File: config.mk
export PLATFORM = sky130hd
export DESIGN_NAME = time_set_ctrl
export DESIGN_NICKNAME = d
export VERILOG_FILES = /design/src/rtl/time_pkg.sv /design/src/rtl/field_step.sv /design/src/rtl/time_set_ctrl.sv
export SDC_FILE = /design/constraint.sdc
export NUM_CORES = 1
export LEC_CHECK = 0
export ABC_AREA = 1
export CORE_AREA = 2 2 122 154
export CTS_CLUSTER_DIAMETER = 200
export DETAILED_ROUTE_END_ITERATION = 8
export DIE_AREA = 0 0 124 156
export PLACE_DENSITY_LB_ADDON = 0.1
export SLEW_MARGIN = 10
export SYNTH_ARGS = -nofsm -noshare
export SYNTH_HDL_FRONTEND = slang
export SYNTH_SLANG_ARGS = --single-unit
File: constraint.sdc
create_clock -name CLK -period 4.3 [get_ports CLK]
set_input_delay 1.29 -clock CLK [delete_from_list [all_inputs] [get_ports CLK]]
set_output_delay 1.29 -clock CLK [all_outputs]
set_load 0.005 [all_outputs]
File: src/rtl/time_pkg.sv
// Shared types and constants for the time/date/alarm setting controller:
// FSM states, field codes, field limits and bit positions of the packed words.
package time_pkg;

   typedef enum logic [1:0] {
      ST_RUN    = 2'd0,
      ST_EDIT_T = 2'd1,
      ST_EDIT_A = 2'd2,
      ST_COMMIT = 2'd3
   } state_e;

   localparam int unsigned FIELD_W = 3;
   localparam logic [FIELD_W-1:0] F_HOUR  = 3'd0;
   localparam logic [FIELD_W-1:0] F_MIN   = 3'd1;
   localparam logic [FIELD_W-1:0] F_SEC   = 3'd2;
   localparam logic [FIELD_W-1:0] F_YEAR  = 3'd3;
   localparam logic [FIELD_W-1:0] F_MONTH = 3'd4;
   localparam logic [FIELD_W-1:0] F_DAY   = 3'd5;

   localparam int unsigned VAL_W     = 7;
   localparam int unsigned HOUR_MAX  = 23;
   localparam int unsigned MIN_MAX   = 59;
   localparam int unsigned SEC_MAX   = 59;
   localparam int unsigned YEAR_MAX  = 99;
   localparam int unsigned MONTH_MIN = 1;
   localparam int unsigned MONTH_MAX = 12;
   localparam int unsigned DAY_MIN   = 1;
   localparam int unsigned NOON      = 12;

   // Time word {meridian, hour, min, sec}; the alarm word drops the meridian bit.
   localparam int unsigned TIME_W   = 18;
   localparam int unsigned ALARM_W  = 17;
   localparam int unsigned MER_BIT  = 17;
   localparam int unsigned HOUR_LSB = 12;
   localparam int unsigned HOUR_W   = 5;
   localparam int unsigned MIN_LSB  = 6;
   localparam int unsigned MIN_W    = 6;
   localparam int unsigned SEC_LSB  = 0;
   localparam int unsigned SEC_W    = 6;

   // Date word {year, month, day}.
   localparam int unsigned DATE_W    = 16;
   localparam int unsigned YEAR_LSB  = 9;
   localparam int unsigned YEAR_W    = 7;
   localparam int unsigned MONTH_LSB = 5;
   localparam int unsigned MONTH_W   = 4;
   localparam int unsigned DAY_LSB   = 0;
   localparam int unsigned DAY_W     = 5;

   function automatic logic [DAY_W-1:0] days_in_month(input logic [MONTH_W-1:0] month,
                                                      input logic [YEAR_W-1:0]  year);
      logic [DAY_W-1:0] d;
      case (month)
         4'd2:                d = (year[1:0] == 2'b00) ? 5'd29 : 5'd28;
         4'd4, 4'd6, 4'd9, 4'd11: d = 5'd30;
         default:             d = 5'd31;
      endcase
      return d;
   endfunction

endpackage

File: src/rtl/field_step.sv
// Wrapping +1/-1 step of one edit field between inclusive min and max; up wins over down.
module field_step
   import time_pkg::*;
#(
   parameter int unsigned W = VAL_W
) (
   input  logic [W-1:0] val_i,
   input  logic [W-1:0] min_i,
   input  logic [W-1:0] max_i,
   input  logic         up_i,
   input  logic         down_i,
   output logic [W-1:0] next_c_o
);

   always_comb begin
      next_c_o = val_i;
      if (up_i) begin
         next_c_o = (val_i >= max_i) ? min_i : val_i + W'(1);
      end else if (down_i) begin
         next_c_o = (val_i <= min_i) ? max_i : val_i - W'(1);
      end
   end

endmodule

File: src/rtl/time_set_ctrl.sv
// Button-driven time/date/alarm setting FSM with alarm ring control.
// Optional ALARM_SNOOZE_EN: BTN_NEXT while ringing arms a one-shot ring at alarm + 5 min.
module time_set_ctrl
   import time_pkg::*;
#(
   parameter int unsigned RING_SEC = 30,
   parameter int unsigned YEAR_RST = 16
) (
   input  logic               CLK,
   input  logic               RESET,
   input  logic               BTN_MODE,
   input  logic               BTN_NEXT,
   input  logic               BTN_UP,
   input  logic               BTN_DOWN,
   input  logic               SEC_TICK,
   input  logic [TIME_W-1:0]  CUR_TIME,
   input  logic [DATE_W-1:0]  CUR_DATE,
   output logic               MODE,
   output logic               MODE_STATE,
   output logic               SETTING,
   output logic [TIME_W-1:0]  EDIT_TIME,
   output logic [DATE_W-1:0]  EDIT_DATE,
   output logic [ALARM_W-1:0] ALARM_TIME,
   output logic [FIELD_W-1:0] FIELD_SEL,
   output logic               ALARM_ON,
   output logic               RING
);

   localparam int unsigned RING_W = (RING_SEC < 2) ? 1 : $clog2(RING_SEC + 1);

   state_e               state_q, state_d;
   logic [FIELD_W-1:0]   field_q, field_d;
   logic [TIME_W-1:0]    edit_time_q, edit_time_d;
   logic [DATE_W-1:0]    edit_date_q, edit_date_d;
   logic [ALARM_W-1:0]   alarm_q, alarm_d;
   logic                 alarm_on_q, alarm_on_d;
   logic                 ring_q, ring_d;
   logic [RING_W-1:0]    ring_cnt_q, ring_cnt_d;
   logic                 mode_q, mode_d, mode_state_q, mode_state_d, setting_q, setting_d;
   logic                 match_q;
   logic                 match_c, alarm_hit_c, any_btn_c;
   logic [VAL_W-1:0]     cur_val_c, min_val_c, max_val_c, step_val_c;
   logic [DAY_W-1:0]     dim_cur_c, dim_new_c;

`ifdef ALARM_SNOOZE_EN
   logic                 snz_on_q, snz_on_d, snz_match_q;
   logic [ALARM_W-1:0]   snz_time_q, snz_time_d;
   logic                 snz_match_c, snz_hit_c;

   function automatic logic [ALARM_W-1:0] plus_five(input logic [ALARM_W-1:0] t);
      logic [HOUR_W-1:0] h;
      logic [MIN_W-1:0]  m;
      h = t[HOUR_LSB +: HOUR_W];
      m = t[MIN_LSB +: MIN_W];
      if (m >= MIN_W'(55)) begin
         m = m - MIN_W'(55);
         h = (h == HOUR_W'(HOUR_MAX)) ? '0 : h + HOUR_W'(1);
      end else begin
         m = m + MIN_W'(5);
      end
      return {h, m, t[SEC_LSB +: SEC_W]};
   endfunction

   assign snz_match_c = (CUR_TIME[ALARM_W-1:0] == snz_time_q);
   assign snz_hit_c   = (state_q == ST_RUN) && alarm_on_q && snz_on_q && snz_match_c && !snz_match_q;
`endif

   assign any_btn_c   = BTN_MODE | BTN_NEXT | BTN_UP | BTN_DOWN;
   assign match_c     = (CUR_TIME[ALARM_W-1:0] == alarm_q);
   assign alarm_hit_c = (state_q == ST_RUN) && alarm_on_q && match_c && !match_q;
   assign dim_cur_c   = days_in_month(edit_date_q[MONTH_LSB +: MONTH_W], edit_date_q[YEAR_LSB +: YEAR_W]);

   // Present the selected field and its limits to the shared stepper.
   always_comb begin
      cur_val_c = '0;
      min_val_c = '0;
      max_val_c = VAL_W'(SEC_MAX);
      if (state_q == ST_EDIT_A) begin
         case (field_q)
            F_HOUR:  begin cur_val_c = VAL_W'(alarm_q[HOUR_LSB +: HOUR_W]); max_val_c = VAL_W'(HOUR_MAX); end
            F_MIN:   begin cur_val_c = VAL_W'(alarm_q[MIN_LSB +: MIN_W]);   max_val_c = VAL_W'(MIN_MAX);  end
            default: cur_val_c = VAL_W'(alarm_q[SEC_LSB +: SEC_W]);
         endcase
      end else begin
         case (field_q)
            F_HOUR:  begin cur_val_c = VAL_W'(edit_time_q[HOUR_LSB +: HOUR_W]); max_val_c = VAL_W'(HOUR_MAX); end
            F_MIN:   begin cur_val_c = VAL_W'(edit_time_q[MIN_LSB +: MIN_W]);   max_val_c = VAL_W'(MIN_MAX);  end
            F_SEC:   cur_val_c = VAL_W'(edit_time_q[SEC_LSB +: SEC_W]);
            F_YEAR:  begin cur_val_c = VAL_W'(edit_date_q[YEAR_LSB +: YEAR_W]); max_val_c = VAL_W'(YEAR_MAX); end
            F_MONTH: begin
               cur_val_c = VAL_W'(edit_date_q[MONTH_LSB +: MONTH_W]);
               min_val_c = VAL_W'(MONTH_MIN);
               max_val_c = VAL_W'(MONTH_MAX);
            end
            default: begin
               cur_val_c = VAL_W'(edit_date_q[DAY_LSB +: DAY_W]);
               min_val_c = VAL_W'(DAY_MIN);
               max_val_c = VAL_W'(dim_cur_c);
            end
         endcase
      end
   end

   field_step #(.W(VAL_W)) u_step (
      .val_i    (cur_val_c),
      .min_i    (min_val_c),
      .max_i    (max_val_c),
      .up_i     (BTN_UP),
      .down_i   (BTN_DOWN),
      .next_c_o (step_val_c)
   );

   always_comb begin
      state_d     = state_q;
      field_d     = field_q;
      edit_time_d = edit_time_q;
      edit_date_d = edit_date_q;
      alarm_d     = alarm_q;
      alarm_on_d  = alarm_on_q;
      ring_d      = ring_q;
      ring_cnt_d  = ring_cnt_q;
      dim_new_c   = '0;
`ifdef ALARM_SNOOZE_EN
      snz_on_d    = snz_on_q;
      snz_time_d  = snz_time_q;
`endif

      if (ring_q) begin
         // A press while ringing only silences the alarm.
         if (any_btn_c) begin
            ring_d     = 1'b0;
            ring_cnt_d = '0;
`ifdef ALARM_SNOOZE_EN
            if (BTN_NEXT) begin
               snz_on_d   = 1'b1;
               snz_time_d = plus_five(alarm_q);
            end
`endif
         end else if (SEC_TICK) begin
            if (ring_cnt_q <= RING_W'(1)) begin
               ring_d     = 1'b0;
               ring_cnt_d = '0;
            end else begin
               ring_cnt_d = ring_cnt_q - RING_W'(1);
            end
         end
      end else begin
         if (alarm_hit_c) begin
            ring_d     = 1'b1;
            ring_cnt_d = RING_W'(RING_SEC);
         end
`ifdef ALARM_SNOOZE_EN
         else if (snz_hit_c) begin
            ring_d     = 1'b1;
            ring_cnt_d = RING_W'(RING_SEC);
            snz_on_d   = 1'b0;
         end
`endif
         case (state_q)
            ST_RUN: begin
               if (BTN_MODE) begin
                  edit_time_d = CUR_TIME;
                  edit_date_d = CUR_DATE;
                  field_d     = F_HOUR;
                  state_d     = ST_EDIT_T;
               end else if (!BTN_NEXT && BTN_UP) begin
                  alarm_on_d = !alarm_on_q;
               end
            end
            ST_EDIT_T: begin
               if (BTN_MODE) begin
                  field_d = F_HOUR;
                  state_d = ST_EDIT_A;
               end else if (BTN_NEXT) begin
                  if (field_q == F_DAY) state_d = ST_COMMIT;
                  else                  field_d = field_q + FIELD_W'(1);
               end else if (BTN_UP || BTN_DOWN) begin
                  case (field_q)
                     F_HOUR:  edit_time_d[HOUR_LSB +: HOUR_W]   = HOUR_W'(step_val_c);
                     F_MIN:   edit_time_d[MIN_LSB +: MIN_W]     = MIN_W'(step_val_c);
                     F_SEC:   edit_time_d[SEC_LSB +: SEC_W]     = SEC_W'(step_val_c);
                     F_YEAR:  edit_date_d[YEAR_LSB +: YEAR_W]   = YEAR_W'(step_val_c);
                     F_MONTH: edit_date_d[MONTH_LSB +: MONTH_W] = MONTH_W'(step_val_c);
                     default: edit_date_d[DAY_LSB +: DAY_W]     = DAY_W'(step_val_c);
                  endcase
               end
            end
            ST_EDIT_A: begin
               if (BTN_MODE || (BTN_NEXT && field_q == F_SEC)) begin
                  state_d = ST_RUN;
               end else if (BTN_NEXT) begin
                  field_d = field_q + FIELD_W'(1);
               end else if (BTN_UP || BTN_DOWN) begin
                  case (field_q)
                     F_HOUR:  alarm_d[HOUR_LSB +: HOUR_W] = HOUR_W'(step_val_c);
                     F_MIN:   alarm_d[MIN_LSB +: MIN_W]   = MIN_W'(step_val_c);
                     default: alarm_d[SEC_LSB +: SEC_W]   = SEC_W'(step_val_c);
                  endcase
               end
            end
            ST_COMMIT: state_d = ST_RUN;
            default:   state_d = ST_RUN;
         endcase
      end

      if (state_d != ST_RUN) ring_d = 1'b0;

      // Keep the meridian bit and the day field consistent with whatever was written.
      edit_time_d[MER_BIT] = (edit_time_d[HOUR_LSB +: HOUR_W] >= HOUR_W'(NOON));
      dim_new_c = days_in_month(edit_date_d[MONTH_LSB +: MONTH_W], edit_date_d[YEAR_LSB +: YEAR_W]);
      if (edit_date_d[DAY_LSB +: DAY_W] > dim_new_c) edit_date_d[DAY_LSB +: DAY_W] = dim_new_c;

      mode_d       = (state_d != ST_RUN);
      mode_state_d = (state_d == ST_EDIT_A);
      setting_d    = (state_d == ST_COMMIT);
   end

   always_ff @(posedge CLK) begin
      if (RESET) begin
         state_q      <= ST_RUN;
         field_q      <= F_HOUR;
         edit_time_q  <= '0;
         edit_date_q  <= {YEAR_W'(YEAR_RST), MONTH_W'(1), DAY_W'(1)};
         alarm_q      <= '0;
         alarm_on_q   <= 1'b0;
         ring_q       <= 1'b0;
         ring_cnt_q   <= '0;
         match_q      <= 1'b0;
         mode_q       <= 1'b0;
         mode_state_q <= 1'b0;
         setting_q    <= 1'b0;
      end else begin
         state_q      <= state_d;
         field_q      <= field_d;
         edit_time_q  <= edit_time_d;
         edit_date_q  <= edit_date_d;
         alarm_q      <= alarm_d;
         alarm_on_q   <= alarm_on_d;
         ring_q       <= ring_d;
         ring_cnt_q   <= ring_cnt_d;
         match_q      <= match_c;
         mode_q       <= mode_d;
         mode_state_q <= mode_state_d;
         setting_q    <= setting_d;
      end
   end

`ifdef ALARM_SNOOZE_EN
   always_ff @(posedge CLK) begin
      if (RESET) begin
         snz_on_q    <= 1'b0;
         snz_time_q  <= '0;
         snz_match_q <= 1'b0;
      end else begin
         snz_on_q    <= snz_on_d;
         snz_time_q  <= snz_time_d;
         snz_match_q <= snz_match_c;
      end
   end
`endif

   assign MODE       = mode_q;
   assign MODE_STATE = mode_state_q;
   assign SETTING    = setting_q;
   assign EDIT_TIME  = edit_time_q;
   assign EDIT_DATE  = edit_date_q;
   assign ALARM_TIME = alarm_q;
   assign FIELD_SEL  = field_q;
   assign ALARM_ON   = alarm_on_q;
   assign RING       = ring_q;

endmodule

==> impl_metrics.sql <==
INSERT INTO impl_metrics (metric_group, metric, value, unit) VALUES
('clock_tree', 'clkSinkCount', '67', ''),
('global_route', 'grt_start_max_net_pins', '28', ''),
('clock_tree', 'clk-insertion-delay-late', '350', 'ps'),
('route', 'post_drt_via_cell_ratio', '4.82', ''),
('power', 'power_switching', '1200', 'uW'),
('route', 'routed-via-count', '5908', ''),
('synthesis', 'yosys.area.top_type_share', '25.5', '%'),
('power', 'worst_ir_drop_vdd', '0.182', 'mV'),
('critical_path', 'cp_data_arrival_time', '4520', 'ps'),
('floorplan', 'initial_core_utilization', '29.4', '%'),
('global_route', 'grt_antenna_before_repair', '0', ''),
('synthesis', 'syn_area_per_cell', '6.65', 'um2'),
('route', 'drt_pre_antenna_iters', '5', ''),
('synthesis', 'synth_enable_flop_cells', '0', ''),
('synthesis', 'synth_cell_types', '51', ''),
('clock_tree', 'clk_path_buf_depth', '2', ''),
('global_route', 'gr-usage-all-layers', '22.3', '%'),
('synthesis', 'syn_inst', '791', ''),
('synthesis', 'ys_top_cells_by_count', 'sky130_fd_sc_hd__nand2_1, sky130_fd_sc_hd__inv_1, sky130_fd_sc_hd__a21oi_1', ''),
('sta', 'maximum_operating_frequency', '233', 'MHz'),
('power', 'leakagePower', '0.00351', 'uW'),
('placed_design', 'dp_hpwl', '16900', 'um'),
('power', 'pwr-share-clk', '24.6', '%'),
('synthesis', 'syn_area', '5260', 'um2'),
('sta', 'worst_pin_slew', '734', 'ps'),
('floorplan', 'fp.dieW', '124', 'um'),
('route', 'detail_route.wirelength', '21200', 'um'),
('layout', 'layout.nets', '1057', ''),
('clock_tree', 'cts_hold_buf', '0', ''),
('global_route', 'grt_pass1_vias', '5836', ''),
('critical_path', 'critical-path-max-stage-delay', '350', 'ps'),
('floorplan', 'core_region_area', '17900', 'um2'),
('sta', 'finalHoldViolations', '0', ''),
('placed_design', 'dp_worst_setup_slack', '-378', 'ps'),
('layout', 'layout.core_utilization', '44.1', '%'),
('status', 'outcome', 'complete, no violations', ''),
('critical_path', 'path_max_fanout', '7', ''),
('sta', 'maxSlewHeadroom', '50.9', '%'),
('sta', 'setup_ws', '16.4', 'ps'),
('route', 'ant_nets', '0', ''),
('synthesis', 'synth_seq_area_share', '25.5', '%'),
('critical_path', 'path_class', 'flop to flop', ''),
('critical_path', 'crit_path_start_kind', 'flop', ''),
('synthesis', 'ys_ff_latch', '67', ''),
('layout', 'non_filler_instance_count_after_layout', '1225', ''),
('synthesis', 'synth.net_count', '856', ''),
('sta', 'post-route-min-period', '4280', 'ps'),
('power', 'comb_power_share', '50.6', '%'),
('route', 'drcViolationCount', '0', ''),
('route', 'drt_first_iter_violations', '374', ''),
('layout', 'syn_to_final_growth', '49.9', '%'),
('power', 'pwr-share-seq', '24.8', '%'),
('power', 'internal_power', '1750', 'uW'),
('sta', 'skew', '10.2', 'ps'),
('clock_tree', 'clk_pin_slew_worst_paths', '60', 'ps'),
('sta', 'setup_viol_count_final', '0', ''),
('floorplan', 'die-height', '156', 'um'),
('sta', 'rsz0062_at_grt', 'yes', ''),
('global_route', 'grt_first_pass_wirelength', '32400', 'um'),
('sta', 'timing.final.max_slew_violations', '0', ''),
('placed_design', 'placer_congestion', '0.862', ''),
('sta', 'finalCritPeriodShare', '99.6', '%'),
('synthesis', 'ys_dominant_reg_cell', 'sky130_fd_sc_hd__dfxtp_1', ''),
('route', 'wire_per_inst', '17.3', 'um'),
('flow_run', 'maxCapViolCount', '0', ''),
('layout', 'post_route_cells_drive_above_1_share', '24.4', '%'),
('layout', 'ant_cells', '0', ''),
('clock_tree', 'clock_tree.root_cell', 'sky130_fd_sc_hd__clkbuf_16', ''),
('sta', 'tns', '0', 'ps'),
('power', 'power_total', '2950', 'uW'),
('synthesis', 'synth_largest_area_cell', 'sky130_fd_sc_hd__dfxtp_1', '');
==> sequential cells by signal (all words and copies together) (netlist names) <==
register / cells
ALARM_TIME: 17
EDIT_TIME: 18
FIELD_SEL: 3
match_q: 1
state_q: 2
EDIT_DATE: 16
ALARM_ON: 1
MODE_STATE: 1
ring_cnt_q: 5
RING: 1
MODE: 1
SETTING: 1
==> metal layers <==
layer	wire [um]	vias to the layer above	GRT usage (%)
li1	-	3053	-
met5	0	-	0
met1	9320	2690	27.6
met3	942	25	3.80
met2	10400	140	38.8
met4	510	0	7.28
==> layout by cell type (no fill, tap or decap), types with 9 or more instances in the layout <==
cell type,n
sky130_fd_sc_hd__inv_1,91
sky130_fd_sc_hd__xor2_1,12
sky130_fd_sc_hd__a21oi_1,78
sky130_fd_sc_hd__nand2_1,147
sky130_fd_sc_hd__xnor2_1,10
sky130_fd_sc_hd__nand3_1,39
sky130_fd_sc_hd__nand2_2,22
sky130_fd_sc_hd__ha_1,15
sky130_fd_sc_hd__nand4_1,12
sky130_fd_sc_hd__a22oi_1,13
sky130_fd_sc_hd__clkbuf_16,9
sky130_fd_sc_hd__buf_4,114
sky130_fd_sc_hd__dfxtp_1,65
sky130_fd_sc_hd__o211ai_1,10
sky130_fd_sc_hd__inv_2,10
sky130_fd_sc_hd__clkdlybuf4s50_1,98
sky130_fd_sc_hd__nand3_2,12
sky130_fd_sc_hd__o21ai_0,62
sky130_fd_sc_hd__nor2_1,63
==> timing repair <==
action                     in CTS  in global routing
resized for setup              36                 35
setup endpoints to repair       2                  2
gates cloned                    0                  0
buffers inserted                7                  4
pin swaps                      18                 26
==> through the flow <==
stage,hold slack [ps],instance area (um2)
after floorplan,478,5260
after global placement,516,7240
after detailed placement,508,7240
after CTS,520,7720
after global routing,556,7890
final,525,7890
==> power groups by stage <==
stage          Sequential, uW  Clock [uW]  Combinational [uW]
3_3_place_gp              746           0                1350
6_report                  731         727                1500
4_1_cts                   731         732                1440
3_5_place_dp              744           0                1350
2_1_floorplan             727           0                 741
5_1_grt                   737         762                1630
==> final timing paths <==
kind,start,endpoint,slack (ps),cells after the start
max,FIELD_SEL[0],EDIT_DATE[0],20,31
min,ring_cnt_q[1],ring_cnt_q[1],520,2
max reg2reg,FIELD_SEL[0],EDIT_DATE[0],20,31
min reg2reg,ring_cnt_q[1],ring_cnt_q[1],520,2
==> cells by family after synthesis <==
| family | Yosys count | synth area share, % |
|---|---|---|
| buffers and inverters | 133 | 10.6 |
| DFF | 67 | 25.5 |
| adders and majority gates | 24 | 5.71 |
| xor gates and xnor gates | 22 | 3.66 |
| and+or+nand+nor | 342 | 32.1 |
| AOI/OAI and AO/OA | 203 | 22.4 |
==> layout make-up <==
type                            instances  area, um2
Clock buffer                           10        239
Timing Repair Buffer                  218       1940
Fill cell                            1925      10000
Inverter                              105        412
Multi-Input combinational cell        591       3620
Tap cell                              228        285
Clock inverter                          6       40.0
Sequential cell                        67       1350
==> critical path: cells and delay by family (launching register included) <==
family | cells | cell delay, ps
buffers and inverters | 8 | 790
and+or+nand+nor | 13 | 1420
AOI/OAI and AO/OA | 7 | 870
adders and majority gates | 3 | 740
DFF | 1 | 350
(Power assumes the default switching activity.)
==> edit 1: new RTL, config.mk and constraints unchanged <==
The package constant `MIN_LSB` goes from 6 to 5.
--- a/src/rtl/time_pkg.sv
+++ b/src/rtl/time_pkg.sv
@@ -35,3 +35,3 @@
    localparam int unsigned HOUR_W   = 5;
-   localparam int unsigned MIN_LSB  = 6;
+   localparam int unsigned MIN_LSB  = 5;
    localparam int unsigned MIN_W    = 6;
Function: changed (Yosys sat finds a counterexample within 4 cycles, from zero or initial values and one cycle with RESET high).
==> edit 1 against the original RTL <==
Hold slack worse by 19 ps. Via count is 8.0% higher. Count of clock-buffer cells in the layout is 1 higher. Sequential cell count is 1 lower. Routed wire length is 6.3% higher. Fmax is 1.1% higher. Design area is 3.3% higher. Worst setup slack better by 48 ps. Clock skew is 3.5 ps lower. Synthesized area is 0.19% lower. First-iteration DRC count is 5.6% higher. Total power is 11% higher. Critical endpoint unchanged. Largest power group unchanged. Highest routed layer unchanged.
==> edit 1: results (changes against the original RTL) <==
- The synthesized-area fraction occupied by ao, oa, aoi and oai cells came to 23.0% (was 22.4%).
- The sequential fraction of the synthesis area was 25.2% (was 25.5%).
- The number of sequential cells in the layout came to 66 (was 67).
- The detail-routed via count per cell came to 5.03 (was 4.82).
- The synthesized netlist cell count came to 808 (was 791).
- The number of buffers other than clock buffers in the final layout is 243 (was 218).
- The area of the multi-input gates was 0.00370 mm^2 (was 0.00362 mm^2).
- The number of multi-input combinational cells is 611 (was 591).
- The portion of the layout cell area used by non-clock buffers is 25.5% (was 24.6%).
- The number of signal-net inverters in the final layout is 104 (was 105).
- The number of global-route vias before repair is 5,962 (was 5,836).
- The total global routing track utilization is 23.6% (was 22.3%).
- The xor/xnor share of the synthesized area came to 3.00% (was 3.66%).
- The relative area of clock buffers and inverters in the final design came to 4.13% (was 3.54%).
- The largest stage delay on the critical path came to 370 ps (was 350 ps).
- The count of routing violations after the opening detailed-route iteration is 395 (was 374).
- The final layout net count is 1,099 (was 1,057).
- The footprint of the flip-flops and latches is 0.00133 mm^2 (was 0.00135 mm^2).
- The peak ir drop on the vdd network was 0.184 mV (was 0.182 mV).
- Cell types with the largest area share after synthesis: dfxtp_1 25%, nand2_1 11%, a21oi_1 7.1% (was dfxtp_1 26%, nand2_1 11%, a21oi_1 8.0%).
- Run status: finished clean (unchanged).
- The data arrival time of the worst path is 4480 ps (was 4520 ps).
- The net count after synthesis is 872 (was 856).
- The clock skew is 6.70 ps (was 10.2 ps).
- The non-filler instance count after layout is 1,268 (was 1,225).
-- edit 1: power breakdown --
group	switching (mW)	leakage [nW]	total (mW)	internal (mW)
clock	0.313	0.158	0.855	0.542
combinational	0.924	2.93	1.69	0.762
sequential	0.0688	0.541	0.737	0.669
-- edit 1: layer usage --
metal / GRT usage [%] / wire, um
met3: 3.22 / 1200
met2: 39.5 / 11000
met1: 30.4 / 9640
met5: 0 / 0
met4: 9.31 / 700
-- edit 1: worst paths after layout --
check                                    from             to  slack, ps  cells past startpoint
worst max-delay path             FIELD_SEL[1]   EDIT_DATE[0]         60                     32
worst max register to register   FIELD_SEL[1]   EDIT_DATE[0]         60                     32
worst min-delay path            EDIT_TIME[12]  EDIT_TIME[12]        510                      2
worst min register to register  EDIT_TIME[12]  EDIT_TIME[12]        510                      2
-- edit 1: critical path: cells and delay by family, from the launching register on --
family                     cells  cell delay (ps)
adders and majority gates      3              760
AOI/OAI and AO/OA              6              710
buffers and inverters          4              290
DFF                            1              370
and+or+nand+nor               19             1970
==> edit 2: new RTL, config.mk and constraints unchanged <==
Made on the original files. Add an input register stage for `BTN_MODE`, `BTN_UP`, `BTN_DOWN`, `SEC_TICK` and `CUR_DATE`, cleared by the reset; this delays them by one clock. The other inputs are not delayed to match.
--- a/src/rtl/time_set_ctrl.sv
+++ b/src/rtl/time_set_ctrl.sv
@@ -30,2 +30,24 @@
 
+   logic BTN_MODE_q;
+   logic BTN_UP_q;
+   logic BTN_DOWN_q;
+   logic SEC_TICK_q;
+   logic [DATE_W-1:0] CUR_DATE_q;
+
+   always_ff @(posedge CLK) begin
+      if (RESET) begin
+         BTN_MODE_q <= '0;
+         BTN_UP_q   <= '0;
+         BTN_DOWN_q <= '0;
+         SEC_TICK_q <= '0;
+         CUR_DATE_q <= '0;
+      end else begin
+         BTN_MODE_q <= BTN_MODE;
+         BTN_UP_q   <= BTN_UP;
+         BTN_DOWN_q <= BTN_DOWN;
+         SEC_TICK_q <= SEC_TICK;
+         CUR_DATE_q <= CUR_DATE;
+      end
+   end
+
    state_e               state_q, state_d;
@@ -67,3 +89,3 @@
 
-   assign any_btn_c   = BTN_MODE | BTN_NEXT | BTN_UP | BTN_DOWN;
+   assign any_btn_c   = BTN_MODE_q | BTN_NEXT | BTN_UP_q | BTN_DOWN_q;
    assign match_c     = (CUR_TIME[ALARM_W-1:0] == alarm_q);
@@ -107,4 +129,4 @@
       .max_i    (max_val_c),
-      .up_i     (BTN_UP),
-      .down_i   (BTN_DOWN),
+      .up_i     (BTN_UP_q),
+      .down_i   (BTN_DOWN_q),
       .next_c_o (step_val_c)
@@ -138,3 +160,3 @@
 `endif
-         end else if (SEC_TICK) begin
+         end else if (SEC_TICK_q) begin
             if (ring_cnt_q <= RING_W'(1)) begin
@@ -160,8 +182,8 @@
             ST_RUN: begin
-               if (BTN_MODE) begin
+               if (BTN_MODE_q) begin
                   edit_time_d = CUR_TIME;
-                  edit_date_d = CUR_DATE;
+                  edit_date_d = CUR_DATE_q;
                   field_d     = F_HOUR;
                   state_d     = ST_EDIT_T;
-               end else if (!BTN_NEXT && BTN_UP) begin
+               end else if (!BTN_NEXT && BTN_UP_q) begin
                   alarm_on_d = !alarm_on_q;
@@ -170,3 +192,3 @@
             ST_EDIT_T: begin
-               if (BTN_MODE) begin
+               if (BTN_MODE_q) begin
                   field_d = F_HOUR;
@@ -176,3 +198,3 @@
                   else                  field_d = field_q + FIELD_W'(1);
-               end else if (BTN_UP || BTN_DOWN) begin
+               end else if (BTN_UP_q || BTN_DOWN_q) begin
                   case (field_q)
@@ -188,3 +210,3 @@
             ST_EDIT_A: begin
-               if (BTN_MODE || (BTN_NEXT && field_q == F_SEC)) begin
+               if (BTN_MODE_q || (BTN_NEXT && field_q == F_SEC)) begin
                   state_d = ST_RUN;
@@ -192,3 +214,3 @@
                   field_d = field_q + FIELD_W'(1);
-               end else if (BTN_UP || BTN_DOWN) begin
+               end else if (BTN_UP_q || BTN_DOWN_q) begin
                   case (field_q)
Behaviour: not the same (Yosys sat finds a counterexample within 4 cycles, from zero or initial values and one cycle with RESET high).
==> edit 2 against the original RTL <==
Design area is 7.8% higher. Sequential cell count is 20 higher. Worst setup slack better by 72 ps. Sequential power is 26% higher. Total power is 26% higher. Routed wire length is 4.3% higher. Synthesized area is 8.9% higher.
==> edit 2: results (changes against the original RTL) <==
- The number of global-route vias before repair is 6,248 (was 5,836).
- The global-route wire length before repair is 33.8 mm (was 32.4 mm).
- The final-layout fill cell count is 1,873 (was 1,925).
- The number of cell instances on the worst register-to-register path is 34 (was 31).
- The net count after synthesis is 927 (was 856).
- The largest net degree at the start of global routing is 53 (was 28).
- The placed wire-length estimate after detailed placement is 17.1 mm (was 16.9 mm).
- Run status: finished clean (unchanged).
- The maximum fanout encountered on the critical timing path is 6 (was 7).
- The global routing usage on met3 is 3.40% (was 3.80%).
- The number of buffers other than clock buffers in the final layout was 222 (was 218).
- Most frequent cells after synthesis: 206 x nand2_1, 107 x inv_1, 87 x dfxtp_1 (was 160 x nand2_1, 96 x inv_1, 84 x a21oi_1).
- The worst-case hold slack is 506 ps (was 525 ps).
- The final weighted congestion in routability-driven placement is 0.924 (was 0.862).
- The data arrival time of the worst path was 4510 ps (was 4520 ps).
- The ratio of cells with drive above 1 in the final layout is 23.7% (was 24.4%).
- The flip-flop count of the largest register after layout was 18 (unchanged).
- The amount of wire on met2 after detailed routing was 11.2 mm (was 10.4 mm).
- The average detailed-routed wire length per instance was 17.0 um (was 17.3 um).
- The met1 usage is 28.7% (was 27.6%).
- The total global routing track utilization is 23.2% (was 22.3%).
- The portion of the layout cell area used by non-clock buffers is 23.0% (was 24.6%).
- The final layout net count was 1,131 (was 1,057).
- The synthesized-area fraction occupied by ao, oa, aoi and oai cells is 17.8% (was 22.4%).
- The post-place setup slack is -473 ps (was -378 ps).
- The worst reg-to-reg setup slack is 90 ps (was 20 ps).
- The worst setup path startpoint is FIELD_SEL[1] (was FIELD_SEL[0]).
- The number of instances resized during post-cts repair was 42 (was 36).
- The met2 usage is 40.4% (was 38.8%).
- The count of state elements after synthesis is 87 (was 67).
- The terminating pin of the worst hold path is EDIT_TIME[8] (was ring_cnt_q[1]).
- The number of signal-net inverters in the final layout is 116 (was 105).
- The xor/xnor share of the synthesized area is 3.21% (was 3.66%).
- The peak ir drop on the vdd network is 0.223 mV (was 0.182 mV).
- The number of buffers added by the clock tree synthesis step was 9 (unchanged).
- The count of clock-net buffers in the final layout was 11 (was 10).
- The critical register-to-register path startpoint is FIELD_SEL[1] (was FIELD_SEL[0]).
- The sequential fraction of total cell area is 20.6% (was 17.1%).
- The non-filler instance count after layout was 1,300 (was 1,225).
- The clock skew is 14.9 ps (was 10.2 ps).
- The final critical delay including setup and external delays is 4210 ps (was 4280 ps).
- The total leakage power is 3.74 nW (was 3.51 nW).
- The length of routed wiring on met1 came to 9.64 mm (was 9.32 mm).
- The detail-routed via count per cell came to 4.93 (was 4.82).
- The hold path startpoint is EDIT_TIME[8] (was ring_cnt_q[1]).
- The synthesized netlist cell count was 864 (was 791).
- The relative area of clock buffers and inverters in the final design is 3.21% (was 3.54%).
- The post-CTS setup-driven buffer insertion count is 4 (was 7).
- The number of multi-input combinational cells is 632 (was 591).
- The number of unique standard cell types used by synthesis is 45 (was 51).
-- edit 2: changes by cell type after synthesis, sizes merged, moves of 4 or more --
cell,delta
nand2,+41
dfxtp,+20
nor2,+18
a21oi,-13
inv,+10
o21ai,-10
nand3,+6
nor3,+6
clkbuf,+5
buf,-4
-- edit 2: worst max-delay path, delay by kind of cell (launching register included) --
family	cells	cell delay [ps]
buffers and inverters	2	170
DFF	1	380
and+or+nand+nor	26	2530
AOI/OAI and AO/OA	3	340
adders and majority gates	3	750
-- edit 2: cell families (layout without fill, tap and decap cells) --
family,Yosys count,count (layout)
adder cells (fa/ha/maj),22,22
AND/OR/NAND/NOR,411,411
AO/OA/AOI/OAI,178,178
XOR/XNOR,21,21
buffers and inverters,145,353
flip-flops,87,87
-- edit 2: power groups by stage --
stage                     clock network (mW)  logic, mW  registers, mW
after floorplan                            0      0.960          0.913
after global placement                     0       1.70          0.933
after detailed placement                   0       1.70          0.932
after CTS                              0.771       1.82          0.919
after global routing                   0.795       2.22          0.927
final                                  0.757       2.04          0.921
